**config.mk**
```make
export PLATFORM = sky130hd
export DESIGN_NAME = cci_mpf_shim_buffer_tx_sched
export DESIGN_NICKNAME = d
export VERILOG_FILES = /design/src/rtl/cci_mpf_shim_buffer_tx_sched.sv
export SDC_FILE = /design/constraint.sdc
export NUM_CORES = 1
export LEC_CHECK = 0
export ABC_AREA = 1
export CAP_MARGIN = 25
export CORE_ASPECT_RATIO = 2
export CORE_MARGIN = 3
export CORE_UTILIZATION = 26
export DETAILED_ROUTE_END_ITERATION = 8
export GPL_TIMING_DRIVEN = 1
export SYNTH_ARGS = -nofsm -noshare
export SYNTH_HDL_FRONTEND = slang
export SYNTH_SLANG_ARGS = --single-unit
```
**constraint.sdc**
```tcl
create_clock -name clk -period 7.4 [get_ports clk]
set_input_delay 1.11 -clock clk [delete_from_list [all_inputs] [get_ports clk]]
set_output_delay 1.11 -clock clk [all_outputs]
set_load 0.005 [all_outputs]
```
**src/rtl/cci_mpf_shim_buffer_tx_sched.sv**
```systemverilog
// Dequeue scheduler for a buffered AFU-side Tx shim.
// Decides each cycle whether to pop the c0 (read) and c1 (write) request FIFO
// heads toward the FIU-side port. Credit counters model downstream capacity,
// and almost-full gates new work. A multi-line c1 write reserves all of its
// credits at SOP, and its remaining beats then drain regardless of almost-full.
//
// Ports:
//   clk, reset                  clock, synchronous active-high reset
//   c0_valid, c0_dn_almFull     c0 head valid, downstream c0 almost full
//   c0_credit_ret               one c0 slot freed downstream (pulse)
//   c0_deq                      pop c0 head (combinational)
//   c1_valid, c1_sop, c1_cl_len c1 head valid, first beat, length code
//   c1_dn_almFull               downstream c1 almost full
//   c1_credit_ret               one c1 line slot freed downstream (pulse)
//   c1_deq                      pop c1 head (combinational)
//   c0_credits, c1_credits      free credits (registered)
//   c1_in_packet                c1 FSM is mid-packet (registered)
//   err_sticky                  protocol error seen, cleared by reset only
//
// state | meaning
// IDLE  | waiting for a c1 SOP; grants gated by almost-full and credits
// PKT   | draining continuation beats of a granted multi-line write
module cci_mpf_shim_buffer_tx_sched #(
  parameter int N_C0_CREDITS = 8,
  parameter int N_C1_CREDITS = 8,
  localparam int CW0 = $clog2(N_C0_CREDITS + 1),
  localparam int CW1 = $clog2(N_C1_CREDITS + 1)
) (
  input  logic           clk,
  input  logic           reset,
  input  logic           c0_valid,
  input  logic           c0_dn_almFull,
  input  logic           c0_credit_ret,
  output logic           c0_deq,
  input  logic           c1_valid,
  input  logic           c1_sop,
  input  logic [1:0]     c1_cl_len,
  input  logic           c1_dn_almFull,
  input  logic           c1_credit_ret,
  output logic           c1_deq,
  output logic [CW0-1:0] c0_credits,
  output logic [CW1-1:0] c1_credits,
  output logic           c1_in_packet,
  output logic           err_sticky
);

  typedef enum logic {IDLE, PKT} state_t;

  state_t         state;
  logic [1:0]     beats_left;
  logic           c1_bad;
  logic [2:0]     c1_n;
  logic           c1_grant;
  logic [CW0:0]   c0_sum;
  logic [CW1:0]   c1_sum;
  logic           c0_ovf;
  logic           c1_ovf;

  always_comb begin
    c0_deq = !reset && c0_valid && !c0_dn_almFull && (c0_credits != '0);

    // A beat arriving in IDLE without SOP, or with the illegal length code,
    // is still consumed but only as a single line.
    c1_bad = !c1_sop || (c1_cl_len == 2'd2);
    c1_n   = c1_bad ? 3'd1 : ({1'b0, c1_cl_len} + 3'd1);
    c1_grant = !reset && (state == IDLE) && c1_valid && !c1_dn_almFull &&
               (c1_credits >= CW1'(c1_n));
    c1_deq = !reset && ((state == PKT) ? c1_valid : c1_grant);

    c0_sum = {1'b0, c0_credits} - (CW0+1)'(c0_deq) + (CW0+1)'(c0_credit_ret);
    c1_sum = {1'b0, c1_credits} - (c1_grant ? (CW1+1)'(c1_n) : '0)
             + (CW1+1)'(c1_credit_ret);
    c0_ovf = c0_sum > (CW0+1)'(N_C0_CREDITS);
    c1_ovf = c1_sum > (CW1+1)'(N_C1_CREDITS);
  end

  always_ff @(posedge clk) begin
    if (reset) begin
      state        <= IDLE;
      beats_left   <= '0;
      c0_credits   <= CW0'(N_C0_CREDITS);
      c1_credits   <= CW1'(N_C1_CREDITS);
      c1_in_packet <= 1'b0;
      err_sticky   <= 1'b0;
    end else begin
      c0_credits <= c0_ovf ? CW0'(N_C0_CREDITS) : c0_sum[CW0-1:0];
      c1_credits <= c1_ovf ? CW1'(N_C1_CREDITS) : c1_sum[CW1-1:0];

      if (c0_ovf || c1_ovf ||
          (c1_grant && c1_bad) ||
          ((state == PKT) && c1_valid && c1_sop))
        err_sticky <= 1'b1;

      case (state)
        IDLE: begin
          if (c1_grant && (c1_n != 3'd1)) begin
            beats_left   <= 2'(c1_n - 3'd1);
            state        <= PKT;
            c1_in_packet <= 1'b1;
          end
        end
        PKT: begin
          if (c1_deq) begin
            beats_left <= beats_left - 2'd1;
            if (beats_left == 2'd1) begin
              state        <= IDLE;
              c1_in_packet <= 1'b0;
            end
          end
        end
        default: begin
          state        <= IDLE;
          c1_in_packet <= 1'b0;
        end
      endcase
    end
  end

endmodule

```
==> results of run 1 <==
[layout make-up]
type                    instances  area (um^2)  area share (%)
well taps                      51        63.81           4.450
clock inverters                 1        5.005          0.3490
multi-input cells             108        726.9           50.70
flip-flops and latches         13        260.3           18.15
inverters                      31        116.4           8.115
clock buffers                   3        41.29           2.880
repair buffers                 22        220.2           15.36
[power groups by stage]
stage | clock network, mW | registers [mW] | logic (mW)
after global placement | 0 | 0.119 | 0.368
after global routing | 0.0676 | 0.122 | 0.427
after CTS | 0.0651 | 0.117 | 0.374
after detailed placement | 0 | 0.118 | 0.373
after floorplan | 0 | 0.115 | 0.264
final | 0.0628 | 0.117 | 0.368
[metal layers]
layer	part of all wire [%]	GRT usage [%]	wire (um)	vias to the layer above
li1	-	-	-	529
met1	38	10.17	918	458
met2	57	21.14	1354	24
met3	2.9	1.069	69	5
met4	1.9	4.848	46	0
met5	0	0	0	-
[through the flow]
step                      hold WS, ns  utilization (%)  area (um^2)  cells
after floorplan                0.4495                -         1104    152
after global placement         0.4616            35.01         1388    225
after detailed placement       0.4628            35.01         1388    225
after CTS                      0.4719            36.17         1434    229
after global routing           0.4965            36.17         1434    229
final                          0.4710            36.17         1434    229
[logic make-up after synthesis]
group	after synthesis
compound gates	11
xor+xnor	4
fa+ha+maj	22
buf+inv	31
simple gates	71
flops	13
[flip-flops by register name, summed over array words and instances (netlist names)]
register      cells
err_sticky        1
c1_in_packet      1
beats_left        2
c0_credits        4
state             1
c1_credits        4
[cell usage in the layout (no fill, tap or decap), types with 2 or more instances in the layout]
cell / netlist / layout
sky130_fd_sc_hd__a21oi_1: 5 / 5
sky130_fd_sc_hd__clkbuf_8: 0 / 3
sky130_fd_sc_hd__clkdlybuf4s50_1: 0 / 22
sky130_fd_sc_hd__dfxtp_1: 13 / 13
sky130_fd_sc_hd__fa_1: 2 / 2
sky130_fd_sc_hd__ha_1: 20 / 20
sky130_fd_sc_hd__inv_1: 26 / 26
sky130_fd_sc_hd__inv_2: 5 / 5
sky130_fd_sc_hd__nand2_1: 31 / 31
sky130_fd_sc_hd__nand2_2: 3 / 3
sky130_fd_sc_hd__nand3_1: 13 / 13
sky130_fd_sc_hd__nand3_2: 2 / 2
sky130_fd_sc_hd__nand3b_1: 2 / 2
sky130_fd_sc_hd__nor2_1: 16 / 16
sky130_fd_sc_hd__xor2_1: 3 / 3
[final timing paths]
check / endpoint / start / slack, ns
setup / recovery: c1_deq / c1_cl_len[0] / 2.83
hold / removal: c1_in_packet / c1_in_packet / 0.47
setup reg to reg: c0_credits[3] / c0_credits[2] / 4.53
hold reg to reg: c1_in_packet / c1_in_packet / 0.47
[tightest hold or removal path: cells and delay by family, from the launching register on]
| kind | cells | cell delay, ns |
|---|---|---|
| simple gates | 1 | 0.06 |
| flops | 1 | 0.31 |
| compound gates | 1 | 0.05 |
==> impl_metrics.csv, run 1 <==
group,metric,value,unit
synthesis,synth_compound_gate_area_share,6.463,%
synthesis,synth_enable_flop_cells,0,
synthesis,async_flop_share,0,%
worst_setup_path,timing.critical_path.max_delay_family,"buffers and inverters",
grt,grt_ovf,0,
clock_network,htreeDepth,1,
power,total_switching_power,0.2488,mW
worst_setup_path,most_prevalent_standard_cell_on_the_critical_path,"sky130_fd_sc_hd__nand2_1",
placement,dp.final_hpwl,2084,um
synthesis,dominant_combinational_cell_family_by_area_after_synthesis,"simple AND/OR/NAND/NOR gates",
floorplanning,initial_cell_density_of_the_core,27.84,%
floorplanning,num_rows,32,
sta,max_slew_margin,77.50,%
finish,layout-drive-gt1-share,10.11,%
worst_setup_path,critical_path.slowest_cell,"sky130_fd_sc_hd__clkdlybuf4s50_1",
floorplanning,chipWidth,52.07,um
sta,timing.final.max_slew_violations,0,
sta,worst_slew_pin_slew,0.3352,ns
finish,antenna_diode_instance_count,0,
sta,rsz0062_at_grt,"no",
sta,setup-violations-final,0,
run_status,status,"complete, no violations",
route,dr_vias_cell,4.437,
synthesis,mappedNetlistNets,185,
hold_path,hold_path_class,"flip-flop to flip-flop",
synthesis,post_synth_and_or_nand_nor_area_fraction,29.93,%
power,vdd.ir_drop.worst,0.2002,mV
worst_setup_path,cp.required,6.29,ns
worst_setup_path,path_class,"input pin to output port",
clock_network,clock_sinks,13,
synthesis,synth_top_cell_by_area,"sky130_fd_sc_hd__dfxtp_1",
power,switching_share_of_power,45.42,%
clock_network,clock-root-buffer,"sky130_fd_sc_hd__clkbuf_8",
route,route.detailed.wl_per_inst,10.43,um
power,power.sequential.fraction,21.3,%
finish,synthesis_to_layout_area_growth,29.93,%
synthesis,yosys.area_share.xor_xnor,3.175,%
clock_network,insertion_delay,0.24,ns
route,ant_nets,0,
worst_setup_path,start_kind,"input pin",
worst_setup_path,worst-endpoint-arrival,3.46,ns
sta,finalCriticalPeriod,4.573,ns
synthesis,seq_area_frac_synth,23.58,%
synthesis,ys_ff_latch,13,
finish,num-nets-final,212,
route,drt-total-wl,2388,um
clock_network,tritoncts,"yes",
clock_network,cts_resized,0,
clock_network,clk_transition_reported_paths,0.06,ns
grt,vias_in_the_first_global_route,1078,
sta,hold_viol_final,0,
synthesis,avgSynthCellArea,7.260,um^2
clock_network,numCtsBuffers,3,
placement,io_buffers,22,
worst_setup_path,cp.depth,15,
hold_path,hold_path_depth,2,
power,pwr-share-clk,11.5,%
synthesis,synth_ff_type,"sky130_fd_sc_hd__dfxtp_1",
grt,grt_max_degree,9,
worst_setup_path,critical_path.max_fanout,5,
route,detail_route.drc_violations,0,
placement,pre_cts_ws,2.802,ns
grt,grt_pass1_wl,4250,um
power,power_density,382.0,nW/um^2
clock_network,cts.path.max_buffers,2,
sta,setup_total_negative_slack,0,ns
synthesis,synth-warning-count,0,
sta,layout_worst_path_cycle_share,61.80,%
floorplanning,top_level_ports,23,
synthesis,synth.area.top_cells,"sky130_fd_sc_hd__dfxtp_1 (24%), sky130_fd_sc_hd__ha_1 (23%), sky130_fd_sc_hd__nand2_1 (11%)",
floorplanning,die_height,98.14,um
placement,gp_congestion,0.7686,
route,dr_total_vias,1016,
sta,fin_skew,0.003351,ns
flow_run,cap_violations,0,
synthesis,post_synthesis_share_of_cell_area_spent_on_full_adders_half_adders_and_majority_gates,26.30,%
floorplanning,dieArea,5109,um^2
clock_network,cts-hold-fix-buffers,0,
synthesis,postSynthCellCount,152,
sta,fmax,218.7,MHz
worst_setup_path,path_cells,"clkdlybuf4s50_1 -> inv_1 -> ha_1 -> inv_1 -> nand2_1 -> inv_1 -> nand2_1 -> ha_1 -> nand2_1 -> nand2_1 -> nand2_1 -> nand3_1 -> nand2_2 -> nand2_1 -> clkdlybuf4s50_1",
power,combinationalPowerShare,67.2,%
finish,fillerInstances,424,
power,internal_power_consumption,0.2989,mW
synthesis,synth.lib_cells_used.distinct,24,
synthesis,synthMuxAreaShare,0,%
worst_setup_path,setup.worst_path.end_class,"output port",
power,cellLeakagePower,0.7326,nW
clock_network,postCtsSetupBuffers,0,
route,drt_iter0_markers,9,
power,finalPower,0.5477,mW
floorplanning,core_area,3964,um^2
grt,antenna_found_initial,0,
synthesis,synthesis.area,1104,um^2
worst_setup_path,critical_path.max_stage_delay,0.51,ns
sta,finalWorstSetupSlack,2.827,ns
synthesis,synthDominantCellAreaShare,23.58,%
worst_setup_path,critical_path.n_buffers_inverters,5,
grt,global_route_total_usage_across_every_layer,10.71,%
route,dr.pass1.iters,4,
worst_setup_path,worst_r2r_path_depth,13,
synthesis,netlist_top_cells_count,"sky130_fd_sc_hd__nand2_1 (31), sky130_fd_sc_hd__inv_1 (26), sky130_fd_sc_hd__ha_1 (20)",
synthesis,most_common_cell_in_the_synthesized_netlist,"sky130_fd_sc_hd__nand2_1",
Power figures use the tool's default switching activity.
==> run 2, diff against run 1 <==
- clock period: 7.4 -> 4.3 ns (I/O delays scaled with it)
==> run 2 against run 1 <==
Compared with the run above:
- final cell count increased by 0.44%
- clock skew down 0.0012 ns
- largest cell class unchanged
- sequential power increased by 70%
- combinational power increased by 71%
==> impl_metrics.csv, run 2 (synthesis gave the netlist of run 1 again) <==
group,metric,value,unit
floorplanning,num_rows,32,
sta,worst_slew_pin_slew,0.3074,ns
clock_network,clock_sinks,13,
worst_setup_path,path_class,"input pin to flip-flop",
finish,footprint_of_the_multi_input_gates,726.9,um^2
clock_network,htreeDepth,1,
worst_setup_path,r2r_end,"c0_credits[3]",
route,drt-total-wl,2403,um
floorplanning,core_area,3964,um^2
sta,rsz0062_at_grt,"no",
finish,mostFrequentLayoutCells,"sky130_fd_sc_hd__nand2_1 (31), sky130_fd_sc_hd__inv_1 (26), sky130_fd_sc_hd__clkdlybuf4s50_1 (22)",
floorplanning,initial_cell_density_of_the_core,27.84,%
placement,placedCellCount,226,
clock_network,tritoncts,"yes",
grt,global_route_total_usage_across_every_layer,11.07,%
power,pwr-share-clk,11.7,%
route,detail_route.drc_violations,0,
clock_network,clk_transition_reported_paths,0.05,ns
grt,grt_max_degree,8,
worst_setup_path,worst-r2r-setup-slack,1.47,ns
finish,fillerInstances,413,
hold_path,hold_path_depth,2,
power,combinationalPowerShare,67.0,%
finish,layout-drive-gt1-share,10.06,%
hold_path,hold_path_class,"flip-flop to flip-flop",
sta,hold_viol_final,0,
floorplanning,die_height,98.14,um
finish,antenna_diode_instance_count,0,
power,power_density,652.9,nW/um^2
grt,grt_pass1_wl,4291,um
finish,num-nets-final,213,
grt,vias_in_the_first_global_route,1053,
flow_run,cap_violations,0,
sta,setup-violations-final,0,
grt,grt_ovf,0,
clock_network,insertion_delay,0.25,ns
finish,layout.cells.most_common,"sky130_fd_sc_hd__nand2_1",
sta,setup_total_negative_slack,0,ns
power,switching_share_of_power,45.10,%
route,dr.pass1.iters,4,
finish,synthesis_to_layout_area_growth,30.50,%
power,power.sequential.fraction,21.2,%
route,dr_vias_cell,4.404,
sta,min_hold_slack,0.4628,ns
power,cellLeakagePower,0.7350,nW
sta,finalCriticalPeriod,3.853,ns
floorplanning,dieArea,5109,um^2
clock_network,postCtsSetupBuffers,0,
sta,layout_worst_path_cycle_share,89.60,%
hold_path,hp-start,"c1_in_packet",
grt,antenna_found_initial,0,
route,ant_nets,0,
clock_network,cts_resized,0,
sta,timing.final.max_slew_violations,0,
worst_setup_path,worst_r2r_path_depth,13,
placement,dp.final_hpwl,2062,um
hold_path,min_to,"c1_in_packet",
worst_setup_path,critical_path.reg2reg.startpoint,"c0_credits[2]",
clock_network,numCtsBuffers,3,
clock_network,clock-root-buffer,"sky130_fd_sc_hd__clkbuf_8",
placement,gp_congestion,0.7458,
floorplanning,top_level_ports,23,
finish,number_of_standard_cells_in_the_layout_taps_in_and_fillers_out,230,
power,finalPower,0.9403,mW
placement,io_buffers,22,
power,vdd.ir_drop.worst,0.3054,mV
worst_setup_path,critical_path.max_fanout,5,
clock_network,cts-hold-fix-buffers,0,
finish,area.sequential,260.3,um^2
worst_setup_path,start_kind,"input pin",
sta,fmax,259.6,MHz
worst_setup_path,setup.worst_path.end_class,"flip-flop",
floorplanning,chipWidth,52.07,um
run_status,status,"complete, no violations",
worst_setup_path,worst-endpoint-arrival,4.04,ns
route,dr_total_vias,1013,
sta,max_slew_margin,79.37,%
clock_network,cts.path.max_buffers,2,
worst_setup_path,cp.required,4.49,ns
route,route.detailed.wl_per_inst,10.45,um
power,total_switching_power,0.4241,mW
route,drt_iter0_markers,11,
power,internal_power_consumption,0.5162,mW
sta,fin_skew,0.002113,ns
finish,largest_registers,"c0_credits x4, c1_credits x4, beats_left x2",
run 2: cell count changes in the layout (fill, tap and decap cells not counted), sizes merged:
| cell | change |
|---|---|
| clkbuf | +1 |
| buf | +1 |
| clkinv | -1 |
run 2: worst max-delay path, stage by stage:
cell and delay (ns):
sky130_fd_sc_hd__clkdlybuf4s50_1 0.49, sky130_fd_sc_hd__inv_1 0.06, sky130_fd_sc_hd__ha_1 0.19, sky130_fd_sc_hd__inv_1 0.05, sky130_fd_sc_hd__nand2_1 0.05, sky130_fd_sc_hd__inv_1 0.12, sky130_fd_sc_hd__nand2_1 0.12, sky130_fd_sc_hd__ha_1 0.31
sky130_fd_sc_hd__nand2_1 0.05, sky130_fd_sc_hd__nand2_1 0.05, sky130_fd_sc_hd__nand2_1 0.05, sky130_fd_sc_hd__nand3_1 0.07, sky130_fd_sc_hd__nand2_2 0.09, sky130_fd_sc_hd__inv_2 0.10, sky130_fd_sc_hd__nand3_1 0.10, sky130_fd_sc_hd__ha_1 0.33
sky130_fd_sc_hd__fa_1 0.47, sky130_fd_sc_hd__xnor2_1 0.22, sky130_fd_sc_hd__nand2_1 0.09, sky130_fd_sc_hd__nand3_2 0.08, sky130_fd_sc_hd__nand2_2 0.07, sky130_fd_sc_hd__nor2_4 0.11, sky130_fd_sc_hd__inv_2 0.04, sky130_fd_sc_hd__nor2_1 0.07
run 2: worst max-delay path by stage:
| stage | start | slack, ns | endpoint |
|---|---|---|---|
| 2_1_floorplan | c1_cl_len[0] | 1.01 | c1_credits[3] |
| 5_1_grt | c1_cl_len[0] | 0.08 | c1_credits[2] |
| 3_5_place_dp | c1_cl_len[0] | 0.15 | c1_credits[1] |
| 4_1_cts | c1_cl_len[0] | 0.39 | c1_credits[1] |
| 6_report | c1_cl_len[0] | 0.45 | c1_credits[1] |
| 3_3_place_gp | c1_cl_len[0] | 0.20 | c1_credits[2] |
run 2: per-stage QoR:
stage	worst slack (ns)	utilization, %	cell area, um^2
floorplan	1.015	-	1104
global placement	0.2029	35.20	1395
detailed placement	0.1486	35.20	1395
CTS	0.3930	36.33	1440
global route	0.08469	36.33	1440
finish	0.4474	36.33	1440
run 2: power groups by stage:
stage	Combinational, mW	Clock [mW]	Sequential, mW
after floorplan	0.454	0	0.198
after global placement	0.635	0	0.204
after detailed placement	0.643	0	0.202
after CTS	0.646	0.116	0.201
after global routing	0.746	0.120	0.206
final	0.630	0.110	0.199
run 2: cell type report:
| class | instances | share of cell area [%] |
|---|---|---|
| clock buffers | 4 | 3.128 |
| inverters | 31 | 8.080 |
| multi-input cells | 108 | 50.48 |
| flip-flops and latches | 13 | 18.07 |
| well taps | 51 | 4.431 |
| repair buffers | 23 | 15.81 |
run 2: metal layers:
layer | up-vias | global-route usage [%] | wire length (um)
met5 | - | 0 | 0
met4 | 0 | 6.667 | 69
met3 | 6 | 0.9160 | 78
met2 | 26 | 20.66 | 1367
met1 | 450 | 11.02 | 887
li1 | 531 | - | -
